==> src/rtl/frame_stream_merger_pkg.sv <==
// frame_stream_merger_pkg: frame-format tags shared with the frame generator and merger FSM states
package frame_stream_merger_pkg;
  localparam logic [7:0] HEADER_TAG = 8'hAA;
  localparam logic [7:0] FOOTER_TAG = 8'h55;
  localparam int TAG_MSB = 63;
  localparam int TAG_LSB = 56;
  typedef enum logic {IDLE, FORWARD} state_t;
endpackage

==> src/rtl/frame_stream_merger_axis_reg_slice.sv <==
// frame_stream_merger_axis_reg_slice: one-deep AXI-Stream output register that holds while stalled
module frame_stream_merger_axis_reg_slice #(
  parameter int W = 64
) (
  input  logic         clk,
  input  logic         rst,
  input  logic         in_valid,
  input  logic         in_last,
  input  logic [W-1:0] in_data,
  input  logic         tready,
  output logic         out_free,
  output logic         tvalid,
  output logic         tlast,
  output logic [W-1:0] tdata
);
  assign out_free = ~tvalid | tready;
  always_ff @(posedge clk)
    if (rst) begin
      tvalid <= 1'b0;
      tlast <= 1'b0;
      tdata <= '0;
    end else if (out_free) begin
      tvalid <= in_valid;
      tlast <= in_valid & in_last;
      if (in_valid) tdata <= in_data;
    end
endmodule

==> src/rtl/frame_stream_merger.sv <==
// frame_stream_merger: round-robin, frame-granular merge of per-channel frame streams onto one AXI-Stream master
module frame_stream_merger
  import frame_stream_merger_pkg::*;
#(
  parameter int         CH_NUM          = 2,
  parameter int         DATA_WIDTH      = 64,
  parameter logic [7:0] HEADER_ID       = HEADER_TAG,
  parameter logic [7:0] FOOTER_ID       = FOOTER_TAG,
  parameter int         MAX_FRAME_WORDS = 256,
  parameter int         DROP_CNT_WIDTH  = 16
) (
  input  logic                         CLK,
  input  logic                         RESET,
  input  logic [CH_NUM*DATA_WIDTH-1:0] DIN,
  input  logic [CH_NUM-1:0]            iVALID,
  output logic [CH_NUM-1:0]            oREADY,
  output logic [DATA_WIDTH-1:0]        M_AXIS_TDATA,
  output logic                         M_AXIS_TVALID,
  input  logic                         M_AXIS_TREADY,
  output logic                         M_AXIS_TLAST,
  output logic [2:0]                   CUR_CH,
  output logic [DROP_CNT_WIDTH-1:0]    DROP_CNT,
  output logic                         OVERRUN
);
  localparam int CW = $clog2(MAX_FRAME_WORDS + 1);
  state_t state;
  logic held, out_free, sc_found, st_found, gnt_ok, fwd_acc, is_ftr, wd, in_valid, in_last;
  logic [2:0] rr, sc_ch, st_ch, g, sel, idx;
  logic [CW-1:0] word_cnt, nxt_cnt;
  logic [7:0] vld, hdr, stray;
  logic [CH_NUM-1:0] rdy;
  logic [DATA_WIDTH-1:0] w [8];
  assign vld = 8'(iVALID);
  for (genvar i = 0; i < 8; i++) begin : g_ch
    if (i < CH_NUM) begin : g_on
      assign w[i] = DIN[i*DATA_WIDTH +: DATA_WIDTH];
    end else begin : g_off
      assign w[i] = '0;
    end
    assign hdr[i] = vld[i] & (w[i][TAG_MSB:TAG_LSB] == HEADER_ID);
    assign stray[i] = vld[i] & ~hdr[i];
  end
  // descending loops so the last hit is the highest-priority candidate
  always_comb begin
    sc_found = 1'b0;
    sc_ch = '0;
    idx = '0;
    for (int k = CH_NUM; k >= 1; k--) begin
      idx = 3'((int'(rr) + k) % CH_NUM);
      if (hdr[idx]) begin
        sc_found = 1'b1;
        sc_ch = idx;
      end
    end
    st_found = 1'b0;
    st_ch = '0;
    for (int k = 7; k >= 0; k--)
      if (stray[k]) begin
        st_found = 1'b1;
        st_ch = 3'(k);
      end
  end
  assign g = held ? CUR_CH : sc_ch;
  assign gnt_ok = held ? hdr[CUR_CH] : sc_found;
  assign sel = state == FORWARD ? CUR_CH : g;
  assign is_ftr = w[sel][TAG_MSB:TAG_LSB] == FOOTER_ID;
  assign nxt_cnt = word_cnt + 1'b1;
  assign wd = nxt_cnt == CW'(MAX_FRAME_WORDS);
  assign fwd_acc = state == FORWARD & vld[CUR_CH] & out_free;
  assign in_valid = state == FORWARD ? fwd_acc : gnt_ok & out_free;
  assign in_last = state == FORWARD & (is_ftr | wd);
  assign rdy = state == FORWARD ? CH_NUM'(out_free) << CUR_CH
             : (CH_NUM'(st_found) << st_ch) | (CH_NUM'(gnt_ok & out_free) << g);
  assign oREADY = RESET ? '0 : rdy;
  always_ff @(posedge CLK)
    if (RESET) begin
      state <= IDLE;
      rr <= 3'(CH_NUM - 1);
      CUR_CH <= '0;
      held <= 1'b0;
      word_cnt <= '0;
      DROP_CNT <= '0;
      OVERRUN <= 1'b0;
    end else if (state == IDLE) begin
      if (st_found && ~&DROP_CNT) DROP_CNT <= DROP_CNT + 1'b1;
      if (gnt_ok) CUR_CH <= g;
      held <= gnt_ok & ~out_free;
      if (gnt_ok & out_free) begin
        state <= FORWARD;
        word_cnt <= CW'(1);
      end
    end else if (fwd_acc) begin
      word_cnt <= nxt_cnt;
      if (is_ftr | wd) begin
        state <= IDLE;
        rr <= CUR_CH;
      end
      if (wd & ~is_ftr) OVERRUN <= 1'b1;
    end
  frame_stream_merger_axis_reg_slice #(.W(DATA_WIDTH)) u_out (
    .clk(CLK),
    .rst(RESET),
    .in_valid(in_valid),
    .in_last(in_last),
    .in_data(w[sel]),
    .tready(M_AXIS_TREADY),
    .out_free(out_free),
    .tvalid(M_AXIS_TVALID),
    .tlast(M_AXIS_TLAST),
    .tdata(M_AXIS_TDATA)
  );
endmodule

==> config.mk <==
export PLATFORM = sky130hd
export DESIGN_NAME = frame_stream_merger
export DESIGN_NICKNAME = d
export VERILOG_FILES = /design/src/rtl/frame_stream_merger_pkg.sv /design/src/rtl/frame_stream_merger_axis_reg_slice.sv /design/src/rtl/frame_stream_merger.sv
export SDC_FILE = /design/constraint.sdc
export NUM_CORES = 1
export LEC_CHECK = 0
export ABC_AREA = 1
export BUFFER_PORTS_ARGS = -buffer_cell sky130_fd_sc_hd__clkbuf_2
export CORE_ASPECT_RATIO = 0.9
export CORE_MARGIN = 1
export CORE_UTILIZATION = 49
export CTS_BUF_LIST = sky130_fd_sc_hd__clkbuf_8
export DETAILED_ROUTE_END_ITERATION = 10
export PLACE_DENSITY = 0.79
export SLEW_MARGIN = 20
export SYNTH_ARGS = -nofsm -noshare
export SYNTH_HDL_FRONTEND = slang
export SYNTH_SLANG_ARGS = --single-unit
export TNS_END_PERCENT = 1
==> constraint.sdc <==
create_clock -name CLK -period 2.55 [get_ports CLK]
set_clock_uncertainty 0.15 [all_clocks]
set_input_delay 0.765 -clock CLK [delete_from_list [all_inputs] [get_ports CLK]]
set_output_delay 0.765 -clock CLK [all_outputs]
set_load 0.005 [all_outputs]
==> metrics.md <==
| Metric | Value |
|---|---|
| Status | finished, violations left |
| Failing checks | setup timing |
| #FFs+latches synth | 98 |
| Leakage | 3.54 nW |
| Internal Pwr Total | 2.10 mW |
| DP Area | 6640 um2 |
| Post-synthesis cell count | 719 |
| Pre-CTS WS | -0.386 ns |
| Max cap viols | 0 |
| Share of the synthesized area in the top cell type | 38.4% |
| Critical path cell sequence | buf_6, inv_4, nand2_4, nor2_4, nand3_4, a21oi_2, a21oi_2, nor2_4, nand3_2, a31oi_1, buf_2 |
| IO buf count | 220 |
| First drt pass iteration count | 5 |
| Largest net degree at the start of global routing | 50 |
| Initial antenna violation count | 0 |
| PnR worst setup slack | -0.364 ns |
| Period Utilization, post-route | 114% |
| Startpoint Class | primary input |
| GRT Total Usage | 27.1% |
| Synth warn | 0 |
| Fin crit period | 2.91 ns |
| Clk_lat worst skew | 0.37 ns |
| Slowest CP cell | a21oi_2 |
| Layout cells sized above 1 | 35.1% |
| Hold Violations, Final | 0 |
| Fill cells | 844 |
| DIE WIDTH | 110 um |
| VDD IR-drop max | 0.000280 V |
| Critical Path Sink Type | output port |
| HP Class | reg -> reg |
| Top Ports | 221 |
| Nets | 1097 |
| Clk slew on worst S/H paths | 0.09 ns |
| Worst-path maximum fanout | 3 |
| Critical path arrival | 2.00 ns |
| Cts bufs inserted | 9 |
| Sw frac | 27.2% |
| Antenna-violating nets left | 0 |
| Syn Nets | 855 |
| Power Total | 2.88 mW |
| CP Class | in -> out |
| Cell area after synthesis | 5110 um2 |
| Die Area | 10800 um2 |
| Cell Pwr Density | 413 nW/um2 |
| Final non-filler cell area | 6960 um2 |
| Max_slew headroom | 66.3% |
| Vias post-DR | 5702 |
| Placed insts | 1074 |
| Async SR Flop Fraction | 0% |
| Seq/Total Area, Yosys | 38.4% |
| CTS tree | yes |
| Vias per cell | 5.22 |
| CTS Buffer Depth | 2 |
| Sw power | 0.781 mW |
| CP delay by family, top | simple AND/OR/NAND/NOR gates |
| Slowest stage delay, CP | 0.19 ns |
| Dpl hpwl | 10.9 mm |
| Residual DRC count | 0 |
| Post-CTS Hold Buffers | 0 |
| Library cells used by synthesis | 38 |
| Reg power frac | 53.9% |
| Fmax | 0.343 GHz |
| Gate power share | 11.3% |
| CP bufs+invs | 3 |
| First-pass GRT wire length | 23.4 mm |
| Final setup fails | 2 |
| FP Rows | 34 |
| Post-synth top flop | dfxtp_1 |
| Clk Tree Root Cell | clkbuf_8 |
| Synth top area cells | dfxtp_1, a21oi_1, nand2_1 |
| Worst slew pin tran | 0.501 ns |
| Layout Utilization | 70.2% |
| Sink Count | 98 |
| Ant diodes | 0 |
| Clk pwr share | 34.8% |
| Pins over their slew limit | 0 |
| H-Tree Depth | 3 |
| Overflow after GRT | 0 |
| Area growth syn-to-layout | 36.3% |
| RSZ-0062 raised after global routing | true |
| Post-route non-filler standard cell count | 1092 |
| EDFF count, synth | 0 |
| Required time of the worst setup path | 1.64 ns |
| Mapped Avg Cell Area | 7.10 um2 |
| WL final | 14.7 mm |
| WL/cell | 13.5 um |
| Final GP Congestion | 0.968 |
| Post-synth top area cell | dfxtp_1 |
| Die height | 98.8 um |
| Starting density of the core | 51.5% |
| Number of global-route vias before repair | 5056 |
| Drt initial violations | 376 |
| Core footprint | 9910 um2 |
[power groups by stage]
stage	combinational, mW	clock [mW]	sequential (mW)
after global routing	0.361	1.08	1.55
after CTS	0.307	1.03	1.55
after detailed placement	0.305	0	1.59
after global placement	0.301	0	1.59
final	0.325	1.00	1.55
after floorplan	0.131	0	1.59
[stage by stage]
stage | setup TNS (ns) | hold slack (ns)
after CTS | -0.658 | 0.316
after floorplan | -0.0455 | 0.296
after global routing | -1.22 | 0.351
after global placement | -7.85 | 0.295
final | -0.666 | 0.315
after detailed placement | -9.95 | 0.301
[cell usage in the layout, fill, tap and decap left out, types with 3 or more instances in the layout]
master    netlist  layout
nand3_2         6       5
nand3b_1        4       4
nand2_4         1       3
a21oi_1       104     101
xor2_1          9       9
clkinv_4        0       3
buf_4           7      53
inv_8           0       3
nor2_4          3       6
nand2_1       103      99
o21ai_1         8       8
o211ai_1       40      40
nor3_1         21      21
a31oi_1         4       4
nor2_1         50      49
buf_12          0       7
nor2_2          8       6
buf_6           4       4
a21oi_2         1       4
o21ai_0        74      74
clkbuf_2        0     214
ha_1            3       3
inv_4           0       3
nand3_1        27      26
nand2_2         5       7
nor4_1          4       4
inv_1          78      75
dfxtp_1        98      98
clkbuf_8        0       9
nand4_1         3       3
[cell usage after synthesis (all sizes together), types with 9 or more instances]
cell type and count:
inv 81, nand3 33, buf 23, a21oi 105, xor2 9, o211ai 40
nor3 22, clkbuf 26, dfxtp 98, nor2 61, nand2 110, o21ai 84
[logic make-up (layout without fill, tap and decap cells)]
group,count (synthesis),count (layout),share of synthesized area (%)
adders and majority gates,3,3,0.735
buffers and inverters,131,378,11.0
and+or+nand+nor,240,240,22.3
DFF,98,98,38.4
AOI/OAI and AO/OA,238,238,25.9
xor gates and xnor gates,9,9,1.54
[worst reg2reg max path: stages (launching register included)]
cell and delay (ns):
dfxtp_1 0.42, ha_1 0.21, nand3_1 0.13, nand3b_1 0.23, xor2_1 0.19, nand2_1 0.08, nor4_1 0.39, nand4_4 0.19
a21oi_1 0.16, nor2_1 0.05, nor2_1 0.07
[sequential cells by signal, summed over array words and instances, names as in the netlist]
name and flops:
u_out.tdata 64, DROP_CNT 16, CUR_CH 3, held 1, state 1, rr 1
word_cnt 9, u_out.tvalid 1, u_out.tlast 1, OVERRUN 1
[repair_timing]
action | 4_1_cts | 5_1_grt
setup endpoints to repair | 2 | 8
cloned | 0 | 0
gates resized for setup | 5 | 27
pin swaps | 3 | 12
setup buffers | 0 | 2
[path summary, 6_finish.rpt]
check | startpoint | end | slack, ns | cells past startpoint
worst max-delay path | DIN[124] | oREADY[0] | -0.36 | 11
worst min-delay path | CUR_CH[1] | CUR_CH[1] | 0.31 | 2
worst max register to register | word_cnt[0] | OVERRUN | 0.23 | 10
worst min register to register | CUR_CH[1] | CUR_CH[1] | 0.31 | 2
[metal layers]
layer	routed length [um]	part of all wire [%]	vias to the layer above	GRT usage [%]
li1	-	-	2907	-
met1	6550	45	2543	35.0
met2	6870	47	217	44.8
met3	862	5.9	35	5.09
met4	410	2.8	0	9.54
met5	0	0	-	0
[area by class of cell]
cell class	count	area [um2]	area share [%]
inverters	82	315	4.53
clock buffers	9	124	1.78
well taps	126	158	2.26
repair buffers	280	1670	24.1
flip-flops and latches	98	1960	28.2
multi-input cells	490	2660	38.2
clock inverters	7	68.8	0.989
Note: power is estimated with default switching activity, not from simulation.
